--- src/rtl/store_pkg.sv ---
// store_pkg: shared size encodings, byte-enable constants and FIFO entry type
package store_pkg;
    localparam logic [1:0] SZ_BYTE = 2'b00;
    localparam logic [1:0] SZ_HALF = 2'b01;
    localparam logic [1:0] SZ_WORD = 2'b10;
    localparam logic [1:0] SZ_ILL  = 2'b11;
    localparam logic [3:0] BE_ALL  = 4'b1111;
    localparam logic [3:0] BE_LO   = 4'b0011;
    localparam logic [3:0] BE_HI   = 4'b1100;
    typedef struct packed {
        logic [31:0] addr;
        logic [31:0] data;
        logic [3:0]  be;
    } entry_t;
endpackage

--- src/rtl/store_fmt.sv ---
// store_fmt: lane replication, byte enables and alignment check for one store
module store_fmt
    import store_pkg::*;
(
    input  logic [1:0]  addr,
    input  logic [1:0]  size,
    input  logic [31:0] data,
    output logic [31:0] data_out,
    output logic [3:0]  be,
    output logic        bad
);
    // replicate the low bits into every lane so memory only needs the enables
    always_comb begin
        data_out = size == SZ_BYTE ? {4{data[7:0]}} : size == SZ_HALF ? {2{data[15:0]}} : data;
        be       = size == SZ_BYTE ? 4'b0001 << addr : size == SZ_HALF ? (addr[1] ? BE_HI : BE_LO) : BE_ALL;
        bad      = size == SZ_ILL || (size == SZ_HALF && addr[0]) || (size == SZ_WORD && addr != 2'b00);
    end
endmodule

--- src/rtl/store_pack.sv ---
// store_pack: formats stores and buffers them in a 2-entry FIFO, flagging misaligned ones
module store_pack
    import store_pkg::*;
#(
    parameter int DEPTH = 2
) (
    input  logic        clk,
    input  logic        rst,
    input  logic        in_valid,
    output logic        in_ready,
    input  logic [31:0] in_addr,
    input  logic [31:0] in_data,
    input  logic [1:0]  in_size,
    output logic        out_valid,
    input  logic        out_ready,
    output logic [31:0] out_addr,
    output logic [31:0] out_data,
    output logic [3:0]  out_be,
    output logic        misalign,
    output logic [31:0] misalign_addr
);
    entry_t      mem_q [DEPTH];
    entry_t      head;
    logic        wr_ptr_q, wr_ptr_d, rd_ptr_q, rd_ptr_d;
    logic [1:0]  count_q, count_d;
    logic        mis_q, mis_d;
    logic [31:0] mis_addr_q, mis_addr_d;
    logic [31:0] fmt_data;
    logic [3:0]  fmt_be;
    logic        fmt_bad, push, pop;

    store_fmt u_fmt (
        .addr     (in_addr[1:0]),
        .size     (in_size),
        .data     (in_data),
        .data_out (fmt_data),
        .be       (fmt_be),
        .bad      (fmt_bad)
    );

    assign in_ready      = count_q < 2'(DEPTH);
    assign out_valid     = count_q != 2'd0;
    assign head          = mem_q[rd_ptr_q];
    assign out_addr      = head.addr;
    assign out_data      = head.data;
    assign out_be        = head.be;
    assign misalign      = mis_q;
    assign misalign_addr = mis_addr_q;

    // rejected stores complete the handshake but only raise the misalign pulse
    always_comb begin
        push       = in_valid && in_ready && !fmt_bad;
        pop        = out_valid && out_ready;
        count_d    = count_q + {1'b0, push} - {1'b0, pop};
        wr_ptr_d   = wr_ptr_q ^ push;
        rd_ptr_d   = rd_ptr_q ^ pop;
        mis_d      = in_valid && in_ready && fmt_bad;
        mis_addr_d = mis_d ? in_addr : mis_addr_q;
    end

    // storage is cleared on reset so the idle head presents zeros
    always_ff @(posedge clk) begin
        if (rst) begin
            count_q    <= '0;
            wr_ptr_q   <= 1'b0;
            rd_ptr_q   <= 1'b0;
            mis_q      <= 1'b0;
            mis_addr_q <= '0;
            for (int i = 0; i < DEPTH; i++) mem_q[i] <= '0;
        end else begin
            count_q    <= count_d;
            wr_ptr_q   <= wr_ptr_d;
            rd_ptr_q   <= rd_ptr_d;
            mis_q      <= mis_d;
            mis_addr_q <= mis_addr_d;
            if (push) mem_q[wr_ptr_q] <= '{addr: {in_addr[31:2], 2'b00}, data: fmt_data, be: fmt_be};
        end
    end
endmodule
--- config.mk ---
export PLATFORM = sky130hd
export DESIGN_NAME = store_pack
export DESIGN_NICKNAME = d
export VERILOG_FILES = /design/src/rtl/store_pkg.sv /design/src/rtl/store_fmt.sv /design/src/rtl/store_pack.sv
export SDC_FILE = /design/constraint.sdc
export NUM_CORES = 1
export LEC_CHECK = 0
export BUFFER_PORTS_ARGS = -buffer_cell sky130_fd_sc_hd__buf_2
export CORE_ASPECT_RATIO = 1.4
export CORE_MARGIN = 2
export CORE_UTILIZATION = 45
export DETAILED_ROUTE_END_ITERATION = 10
export PLACE_DENSITY = 0.68
export RECOVER_POWER = 25
export SYNTH_ARGS = -nofsm -noshare
export SYNTH_HDL_FRONTEND = slang
export SYNTH_SLANG_ARGS = --single-unit
--- constraint.sdc ---
create_clock -name clk -period 9.2 [get_ports clk]
set_input_delay 0.46 -clock clk [delete_from_list [all_inputs] [get_ports clk]]
set_output_delay 0.46 -clock clk [all_outputs]
set_load 0.05 [all_outputs]
; After elaboration in Yosys (flattened, before gate mapping)
; Memories as Yosys holds them, arrays and structs flattened. A register that Yosys moved wholly into a read port is not among the register bits.
; Cells that the tools add are included.
[op_classes]
n_eq_ne = 3
order_cmp = 1
shift = 1
n_bitwise = 2
n_mux = 14
add_sub_neg = 2
reduce_logical = 13
[ops]
columns = cell, count
row1 = 66-bit two-way mux, 1
row2 = 66-bit OR reduction, 1
row3 = 32-bit two-way mux, 2
row4 = 4-bit two-way mux, 3
row5 = 1-bit two-way mux, 8
row6 = 1-bit logical AND, 6
row7 = "2-bit == test, second input constant", 2
row8 = 2-bit nonzero test, 2
row9 = "1-bit by 2-bit left shift with 4-bit output, first input constant", 1
row10 = 2-bit by 1-bit adder with 2-bit output, 1
row11 = "2-bit by 1-bit == test with 1-bit output, second input constant", 1
row12 = 2-bit logical NOT, 1
row13 = 1-bit logical OR, 2
row14 = "2-bit < comparator, second input constant", 1
row15 = 2-bit by 1-bit subtractor with 2-bit output, 1
row16 = 1-bit bitwise XOR, 2
row17 = 1-bit logical NOT, 1
[totals]
memories = 1
word_cells = 42
out_inout_bits = 103
inputBits = 70
ff_bits = 37
mem_bits_rw = 132
[mem_list]
columns = memory, words, width, read_ports, rd_clocked_by_memory_dff, wr, line_no
row1 = mem_q, 2, 66, 1, 1, 2, store_pack.sv:22  ; entry_t mem_q [DEPTH];

; Longest topological paths before layout
; Gate-level depths: netlist (run 1).
[depth]
word_depth = 11
mapped_depth = 10
depth_no_buf = 7

; Cells and area by module
; From an unflattened synthesis (run 1), not the netlist that was laid out.
[unflattened]
hier_cells = 592
area_unflattened_um2 = 7608.5
[modules_own_cells]
columns = module, seq_area_each_um2, cells_per_inst, instances, area_each_um2
row1 = store_pack, 4704.5, 530, 1, 7081.8
row2 = store_fmt, 0.0, 62, 1, 526.8

; Worst setup path before layout (run 1)
; Ideal clock, no wire load.
[synth_timing]
kind = input to register
from = input in_size[0]
to = memory mem_q[0][0] in the netlist's numbering, enable pin
setup_ns = 0.581
arrival_ns = 6.065
required_ns = 8.619
cell_stages = 5
path_slack_ns = 2.553
path_buffers = 2
path_cell_list = buf_2 -> nor3_1 -> clkbuf_1 -> o21ai_0 -> o21ai_0
[synth_lines]
columns = item, line_no
row1 = "start, declared", store_pack.sv:13  ; input logic [1:0] in_size,
row2 = "end, declared", store_pack.sv:22

==> flow_metrics.env, run 1 <==
export IMPL_antenna_found_initial=1
export IMPL_synth_seq_area_share=0.620
export IMPL_avgSynthCellArea_um2=13.5
export IMPL_core_area_um2=16600
export IMPL_finalHoldViolations=0
export IMPL_placementRows=56
export IMPL_wirelength_um=17500
export IMPL_status="complete, but fails checks"
export IMPL_startpoint_type="input port"
export IMPL_muxShareOfSynthArea=0.143
export IMPL_finish_utilization=0.548
export IMPL_cp_arrival_ps=5630
export IMPL_cts_root_buf="clkbuf_16"
export IMPL_leakage_nw=3.77
export IMPL_min_path_type="input port to register"
export IMPL_ys_flop_type="edfxtp_1"
export IMPL_cts_sinks=169
export IMPL_first_global_vias=5023
export IMPL_tns_ps=0
export IMPL_rsz0062_at_grt="false"
export IMPL_maxSlewViolCount=128
export IMPL_synthesis_instances=562
export IMPL_synth_compound_area_share=0.0937
export IMPL_vdd_drop_max_uv=148
export IMPL_cts_max_level=4
export IMPL_synth_top_family_by_area="multiplexers"
export IMPL_wire_per_inst_um=18.9
export IMPL_timing_final_crit_share=0.604
export IMPL_placed_cells=894
export IMPL_final_common_cell="buf_2"
export IMPL_drtAntennaViolNets=0
export IMPL_numCtsBuffers=17
export IMPL_ys_ff_latch=169
export IMPL_clock_fmax_mhz=180
export IMPL_insertion_delay_ps=430
export IMPL_cts_setup_buffers=0
export IMPL_ys_types=42
export IMPL_dieArea_um2=17900
export IMPL_total_power_w=0.00243
export IMPL_area_growth_pct=20.0
export IMPL_rr_worst_depth=7
export IMPL_dr_pass1_iters=4
export IMPL_power_density_nw_per_um2=267
export IMPL_worst_slew_pin_slew_ps=3160
export IMPL_fp_dieW_um=114
export IMPL_max_cap_violations=4
export IMPL_layout_min_cycle_time_ps=5560
export IMPL_synth_simple_gate_area_frac=0.110
export IMPL_cp_max_fo=34
export IMPL_netlist_area_um2=7590
export IMPL_final_nets=781
export IMPL_timing_rr_start="count_q[1]$_SDFF_PP0_"
export IMPL_maxSlewHeadroom=-1.11
export IMPL_drc=0
export IMPL_hold_buffers=0
export IMPL_final_cell_mix="buf_2, edfxtp_1, mux2_2, and2_1, nor2_1"
export IMPL_min_path_cells=2
export IMPL_grt_ovfl_total=0
export IMPL_cts_max_path_buffers=2
export IMPL_drt_first_iter_violations=299
export IMPL_synth_fa_ha_area_frac=0.00165
export IMPL_portBuffers=170
export IMPL_routed_via_density=5.44
export IMPL_yosys_warnings=0
export IMPL_tritoncts="yes"
export IMPL_track_usage=0.199
export IMPL_reg2reg_to="count_q[1]$_SDFF_PP0_"
export IMPL_cp_end_kind="register"
export IMPL_cts_resized_gates=0
export IMPL_synth_edff_count=132
export IMPL_vias=5044
export IMPL_grt_max_degree=68
export IMPL_ys_async_sr_fraction=0
export IMPL_r2r_slack_ps=5880
export IMPL_clock_skew_ps=5.07
export IMPL_failed_checks="max-capacitance violations, max-slew violations"
export IMPL_layoutNonFillerInstCount=927
export IMPL_synth_xor_area_frac=0.00231
export IMPL_layout_drive_gt1_share=0.390
export IMPL_gp_congestion=0.770
export IMPL_die_h_um=158
export IMPL_worstPathRequired_ps=9270
export IMPL_finalSetupViolations=0
export IMPL_worstHoldStart="in_addr[16]"
export IMPL_initial_utilization=0.457
export IMPL_path_class="input port to register"
export IMPL_clkTransAtPathRegs_ps=60
export IMPL_min_to="misalign_addr[16]$_SDFFE_PP0P_"
export IMPL_grt_first_pass_wirelength_um=27000
export IMPL_place_hpwl_um=11500
export IMPL_ios=173
==> how the worst max path moves through the flow <==
| stage | from | endpoint | slack [ps] |
|---|---|---|---|
| floorplan | in_size[0] | mem_q[0][0]$_SDFFCE_PN0P_ | 2550 |
| global placement | in_size[1] | mem_q[0][40]$_SDFFCE_PN0P_ | 5380 |
| detailed placement | in_size[1] | mem_q[0][40]$_SDFFCE_PN0P_ | 5260 |
| CTS | in_size[1] | mem_q[0][38]$_SDFFCE_PN0P_ | 5720 |
| global route | in_size[1] | mem_q[0][38]$_SDFFCE_PN0P_ | 3160 |
| finish | in_size[1] | mem_q[0][38]$_SDFFCE_PN0P_ | 3640 |
==> Yosys cell counts, types with 2 or more instances <==
library cell	n	area, um^2
nor2b_1	2	12.5
nand2b_1	3	18.8
dfxtp_1	37	741
o311a_1	29	290
buf_2	6	30.0
a31o_2	31	272
clkbuf_2	6	30.0
buf_4	2	15.0
mux2i_1	25	250
clkbuf_1	28	105
buf_1	6	22.5
nor2_1	60	225
and2_1	75	469
a21oi_1	7	35.0
nor3_1	3	15.0
mux2_2	74	833
a21o_1	2	15.0
inv_1	3	11.3
nor3b_1	2	15.0
nand2_1	2	7.51
or2_2	2	12.5
nor4_1	2	12.5
o21ai_0	5	25.0
edfxtp_1	132	3960
==> flip-flops by register name (all words and copies together), names as in the netlist <==
signal	flops
count_q	2
mem_q	132
misalign_addr	32
misalign	1
rd_ptr_q	1
wr_ptr_q	1
==> cells by family after synthesis <==
logic type,Yosys count
flip-flops,169
AND/OR/NAND/NOR,157
multiplexers,99
AO/OA/AOI/OAI,81
buffers and inverters,52
XOR/XNOR,2
adder cells (fa/ha/maj),1
other,1
==> layout make-up <==
type,instances,area (um^2)
Multi-Input combinational cell,342,2700
Sequential cell,169,4700
Antenna cell,1,2.50
Fill cell,1397,7500
Clock inverter,8,51.3
Timing Repair Buffer,176,843
Clock buffer,24,536
Tap cell,203,254
Inverter,4,15.0
==> critical path, cell delays in order <==
cell      delay, ps
clkbuf_1        600
a21oi_1        2260
o21ai_0         640
o21ai_4        1040
buf_4           560
==> routing by layer <==
| metal | GRT usage | vias to the layer above | part of all wire |
|---|---|---|---|
| met5 | 0 | - | 0 |
| met1 | 0.233 | 2460 | 0.40 |
| li1 | - | 2396 | - |
| met2 | 0.348 | 167 | 0.51 |
| met3 | 0.0658 | 21 | 0.074 |
| met4 | 0.0610 | 0 | 0.014 |
==> through the flow <==
step / area (um^2) / hold WS (ps) / setup slack [ps]
5_1_grt: 9100 / 272 / 3160
2_1_floorplan: 7590 / 575 / 2550
4_1_cts: 9180 / 266 / 5720
3_3_place_gp: 8600 / 450 / 5380
6_report: 9100 / 279 / 3640
3_5_place_dp: 8600 / 456 / 5260
==> power breakdown <==
part	internal (W)	switching (W)	leakage, nW
combinational	0.000224	0.000529	1.79
sequential	0.000904	0.0000727	1.68
clock	0.000408	0.000291	0.293
(Power assumes the default switching activity.)
==> inputs of run 2 (changes only) <==
==> constraint.sdc (replaced) <==
create_clock -name clk -period 5.6 [get_ports clk]
set_input_delay 0.28 -clock clk [delete_from_list [all_inputs] [get_ports clk]]
set_output_delay 0.28 -clock clk [all_outputs]
set_load 0.05 [all_outputs]
==> run 2 against run 1 <==
Against the previous run:
- clock power is 52% higher
- clock skew is 2.2 ps higher
- critical path depth is 3 lower
- sequential cell count stayed put
- power is 61% higher
- wire length is 0.15% lower
- core utilization is 0.21 points lower
- non-clock buffer count is 1 higher
- sequential power is 64% higher
- combinational power is 65% higher
- register-to-register slack worse by 3200 ps
- the flow still finishes with violations (max-capacitance violations, max-slew violations)
==> flow_metrics.env, run 2 (synthesis gave the netlist of run 1 again) <==
export IMPL_status="complete, but fails checks"
export IMPL_failed_checks="max-capacitance violations, max-slew violations"
export IMPL_portBuffers=170
export IMPL_vdd_drop_max_uv=208
export IMPL_cp_end_kind="primary output"
export IMPL_layout_drive_gt1_share=0.385
export IMPL_total_power_w=0.00391
export IMPL_dr_pass1_iters=5
export IMPL_routed_via_density=5.49
export IMPL_cp_slowest_cell="dfxtp_1"
export IMPL_cpPeakStageDelay_ps=2440
export IMPL_core_area_um2=16600
export IMPL_place_hpwl_um=11600
export IMPL_fp_dieW_um=114
export IMPL_power_density_nw_per_um2=431
export IMPL_worstPathRequired_ps=5320
export IMPL_cp_arrival_ps=3720
export IMPL_tns_ps=0
export IMPL_timing_final_crit_share=0.715
export IMPL_numCtsBuffers=17
export IMPL_cts_root_buf="clkbuf_16"
export IMPL_maxSlewHeadroom=-1.09
export IMPL_final_common_cell="buf_2"
export IMPL_fillers=1407
export IMPL_die_h_um=158
export IMPL_worst_slew_pin_slew_ps=3140
export IMPL_layout_min_cycle_time_ps=4000
export IMPL_path_class="register to primary output"
export IMPL_path_cells="mux2_2 -> buf_2"
export IMPL_dp_slack_ps=2250
export IMPL_drt_first_iter_violations=299
export IMPL_r2r_slack_ps=2690
export IMPL_max_cap_violations=2
export IMPL_final_cell_mix="buf_2, edfxtp_1, mux2_2, and2_1, nor2_1"
export IMPL_hold_buffers=0
export IMPL_antenna_found_initial=1
export IMPL_grt_ovfl_total=0
export IMPL_rsz0062_at_grt="false"
export IMPL_drc=0
export IMPL_leakage_nw=3.74
export IMPL_track_usage=0.198
export IMPL_largest_register_ffs=132
export IMPL_first_global_vias=5124
export IMPL_maxSlewViolCount=93
export IMPL_placementRows=56
export IMPL_cts_sinks=169
export IMPL_wirelength_um=17500
export IMPL_tritoncts="yes"
export IMPL_ios=173
export IMPL_dpl_instance_area_um2=8610
export IMPL_wire_per_inst_um=18.9
export IMPL_drtAntennaViolNets=0
export IMPL_gp_congestion=0.753
export IMPL_initial_utilization=0.457
export IMPL_min_path_type="input port to register"
export IMPL_clkTransAtPathRegs_ps=60
export IMPL_grt_max_degree=68
export IMPL_cts_max_path_buffers=2
export IMPL_dieArea_um2=17900
export IMPL_clock_skew_ps=7.27
export IMPL_finalSetupViolations=0
export IMPL_cts_setup_buffers=0
export IMPL_finalHoldViolations=0
export IMPL_top_register="mem_q"
export IMPL_cp_max_fo=67
export IMPL_area_growth_pct=19.5
export IMPL_vias=5085
export IMPL_cts_max_level=4
export IMPL_clock_fmax_mhz=250
export IMPL_final_nets=782
export IMPL_final_cell_area_um2=9070
export IMPL_startpoint_type="register"
export IMPL_insertion_delay_ps=420
export IMPL_diodes=0
export IMPL_grt_first_pass_wirelength_um=26900
export IMPL_final_setup_worst_slack_ps=1600
export IMPL_holdWs_ps=110
export IMPL_cts_resized_gates=0
## run 2: cell types whose count changed in the layout (fill, tap and decap cells not counted), sizes merged
cell	previous run	this run
diode	1	0
clkbuf	62	63
buf	138	139
inv	8	7
## run 2: final cells by class
type / count / area (um^2) / area share
multi-input cells: 342 / 2700 / 0.298
repair buffers: 177 / 863 / 0.0952
well taps: 203 / 254 / 0.0280
clock buffers: 25 / 487 / 0.0537
inverters: 4 / 15.0 / 0.00166
clock inverters: 7 / 41.3 / 0.00455
flip-flops and latches: 169 / 4700 / 0.519
## run 2: worst max-delay path: cells and delay by family, from the launching register on
family                 cells  cell delay [ps]
flip-flops                 1             2440
multiplexers               1              530
buffers and inverters      1              280
## run 2: final timing paths
path                                          to                           start  depth (start not counted)
hold reg to reg   misalign_addr[30]$_SDFFE_PP0P_  misalign_addr[30]$_SDFFE_PP0P_                          2
setup / recovery                       out_be[2]             rd_ptr_q$_SDFF_PP0_                          2
hold / removal    misalign_addr[14]$_SDFFE_PP0P_                     in_addr[14]                          2
setup reg to reg             rd_ptr_q$_SDFF_PP0_             rd_ptr_q$_SDFF_PP0_                          2
## run 2: per-stage QoR
stage	utilization	std cells
2_1_floorplan	-	563
3_3_place_gp	0.519	895
3_5_place_dp	0.519	895
4_1_cts	0.551	927
5_1_grt	0.546	927
6_report	0.546	927
## run 2: layer usage
layer	up-vias	global-route usage	share of wire
li1	2381	-	-
met5	-	0	0.00074
met3	24	0.0632	0.067
met1	2508	0.225	0.40
met2	170	0.357	0.52
met4	2	0.0569	0.011
## run 2: where the power goes
part           leakage [nW]  total, W  switching [W]  internal (W)
Sequential             1.68   0.00160       0.000119       0.00148
Clock                 0.261   0.00106       0.000458      0.000604
Combinational          1.80   0.00124       0.000871      0.000372
==> inputs of run 3 (changes only) <==
--- a/config.mk
+++ b/config.mk
@@ -10,7 +10,7 @@
 export CORE_MARGIN = 2
 export CORE_UTILIZATION = 45
 export DETAILED_ROUTE_END_ITERATION = 10
-export PLACE_DENSITY = 0.68
+export PLACE_DENSITY = 0.71
 export RECOVER_POWER = 25
 export SYNTH_ARGS = -nofsm -noshare
 export SYNTH_HDL_FRONTEND = slang
==> constraint.sdc (replaced) <==
create_clock -name clk -period 3.65 [get_ports clk]
set_input_delay 0.1825 -clock clk [delete_from_list [all_inputs] [get_ports clk]]
set_output_delay 0.1825 -clock clk [all_outputs]
set_load 0.05 [all_outputs]
==> run 3 against run 2 <==
Against the previous run:
- clock-buffer cell count decreased by 6
- core utilization increased by 1.5 points
- critical path type unchanged
- the flow still finishes with violations (max-capacitance violations, max-slew violations)
- die area unchanged
- register-to-register slack got worse by 1400 ps
- critical path depth unchanged
- global-route usage increased by 0.31 points
- sequential share of layout area decreased by 1.4 points
==> flow_metrics.env, run 3 (synthesis gave the netlist of run 1 again) <==
export IMPL_status="complete, but fails checks"
export IMPL_failed_checks="max-capacitance violations, max-slew violations"
export IMPL_area_growth_pct=22.9
export IMPL_vias=5114
export IMPL_dpl_instance_area_um2=8630
export IMPL_cp_slowest_cell="dfxtp_2"
export IMPL_worstPathRequired_ps=3470
export IMPL_min_to="misalign_addr[25]$_SDFFE_PP0P_"
export IMPL_worstHoldStart="in_addr[25]"
export IMPL_cts_resized_gates=0
export IMPL_portBuffers=170
export IMPL_clock_skew_ps=5.25
export IMPL_finish_utilization=0.562
export IMPL_timing_final_crit_share=0.755
export IMPL_layout_drive_gt1_share=0.385
export IMPL_clkTransAtPathRegs_ps=60
export IMPL_max_cap_violations=3
export IMPL_drc=0
export IMPL_dp_slack_ps=1140
export IMPL_grt_first_pass_wirelength_um=27200
export IMPL_placementRows=56
export IMPL_die_h_um=158
export IMPL_final_common_cell="buf_2"
export IMPL_vdd_drop_max_uv=373
export IMPL_numCtsBuffers=17
export IMPL_rr_worst_depth=5
export IMPL_tritoncts="yes"
export IMPL_finalHoldViolations=0
export IMPL_core_area_um2=16600
export IMPL_cts_max_level=4
export IMPL_cp_end_kind="primary output"
export IMPL_maxSlewViolCount=158
export IMPL_critPathBufInv=1
export IMPL_tns_ps=0
export IMPL_ios=173
export IMPL_final_setup_worst_slack_ps=895
export IMPL_dr_pass1_iters=4
export IMPL_drt_first_iter_violations=248
export IMPL_cpPeakStageDelay_ps=1440
export IMPL_cp_max_fo=67
export IMPL_path_cells="mux2_2 -> buf_2"
export IMPL_worst_slew_pin_slew_ps=1880
export IMPL_cpLargestDelayFamily="flip-flops"
export IMPL_leakage_nw=3.87
export IMPL_final_cell_area_um2=9330
export IMPL_dieArea_um2=17900
export IMPL_insertion_delay_ps=420
export IMPL_cp_arrival_ps=2570
export IMPL_grt_max_degree=68
export IMPL_drtAntennaViolNets=0
export IMPL_startpoint_type="register"
export IMPL_track_usage=0.201
export IMPL_top_register="mem_q"
export IMPL_min_path_type="input port to register"
export IMPL_largest_register_ffs=132
export IMPL_cts_max_path_buffers=2
export IMPL_layout_min_cycle_time_ps=2760
export IMPL_path_class="register to primary output"
export IMPL_total_power_w=0.00621
export IMPL_final_nets=801
export IMPL_routed_via_density=5.41
export IMPL_r2r_slack_ps=1280
export IMPL_place_hpwl_um=11800
export IMPL_cts_sinks=169
export IMPL_rsz0062_at_grt="false"
export IMPL_wire_per_inst_um=18.8
export IMPL_grt_ovfl_total=0
export IMPL_first_global_vias=5262
export IMPL_power_density_nw_per_um2=666
export IMPL_maxSlewHeadroom=-0.252
export IMPL_antenna_found_initial=0
export IMPL_timing_rr_start="count_q[1]$_SDFF_PP0_"
export IMPL_wirelength_um=17800
export IMPL_final_cell_mix="buf_2, edfxtp_1, mux2_2, and2_1, nor2_1"
export IMPL_fp_dieW_um=114
export IMPL_gp_congestion=0.795
export IMPL_cts_root_buf="clkbuf_16"
export IMPL_diodes=0
export IMPL_reg2reg_to="mem_q[1][11]$_SDFFCE_PN0P_"
export IMPL_finalSetupViolations=0
export IMPL_clock_fmax_mhz=363
export IMPL_initial_utilization=0.457
export IMPL_min_path_cells=2
run 3: cell types whose count changed in the layout (fill, tap and decap cells not counted), sizes merged:
cell,delta
buf,+5
bufinv,+4
clkinv,+5
dlygate4sd3,+15
inv,-3
clkbuf,-7
run 3: layout make-up:
class | count | area, um^2
multi-input cells | 342 | 2690
flip-flops and latches | 169 | 4710
fillers | 1344 | 7280
inverters | 4 | 15.0
clock buffers | 19 | 433
repair buffers | 196 | 1050
clock inverters | 13 | 178
well taps | 203 | 254
run 3: per-stage QoR:
step | std cells | hold slack, ps
after CTS | 946 | 2.11
after global routing | 946 | 12.6
after detailed placement | 899 | 440
after floorplan | 563 | 328
after global placement | 899 | 433
final | 946 | 25.7
run 3: repair_timing:
action                    CTS  global route
hold buffers               15             0
hold endpoints to repair   15             0
setup buffers               0             0
run 3: layer usage:
metal	vias up	track usage	routed length, um
li1	2426	-	-
met1	2492	0.226	6920
met2	176	0.359	9400
met3	20	0.0632	1160
met4	0	0.0726	272
met5	-	0	0
run 3: worst max-delay path by stage:
| stage | slack, ps | from | depth (start not counted) | endpoint |
|---|---|---|---|---|
| 6_report | 890 | rd_ptr_q$_SDFF_PP0_ | 2 | out_data[24] |
| 3_3_place_gp | 1240 | in_size[1] | 8 | count_q[1]$_SDFF_PP0_ |
| 3_5_place_dp | 1140 | in_size[1] | 8 | count_q[1]$_SDFF_PP0_ |
| 4_1_cts | 1310 | count_q[1]$_SDFF_PP0_ | 4 | mem_q[1][18]$_SDFFCE_PN0P_ |
| 2_1_floorplan | 310 | in_size[0] | 5 | mem_q[0][0]$_SDFFCE_PN0P_ |
| 5_1_grt | 760 | in_size[1] | 8 | count_q[1]$_SDFF_PP0_ |
run 3: report_power, final:
part           leakage (nW)  switching [W]  internal (W)
Sequential             1.68       0.000181       0.00228
Combinational          1.89        0.00134      0.000560
Clock                 0.298       0.000713       0.00114
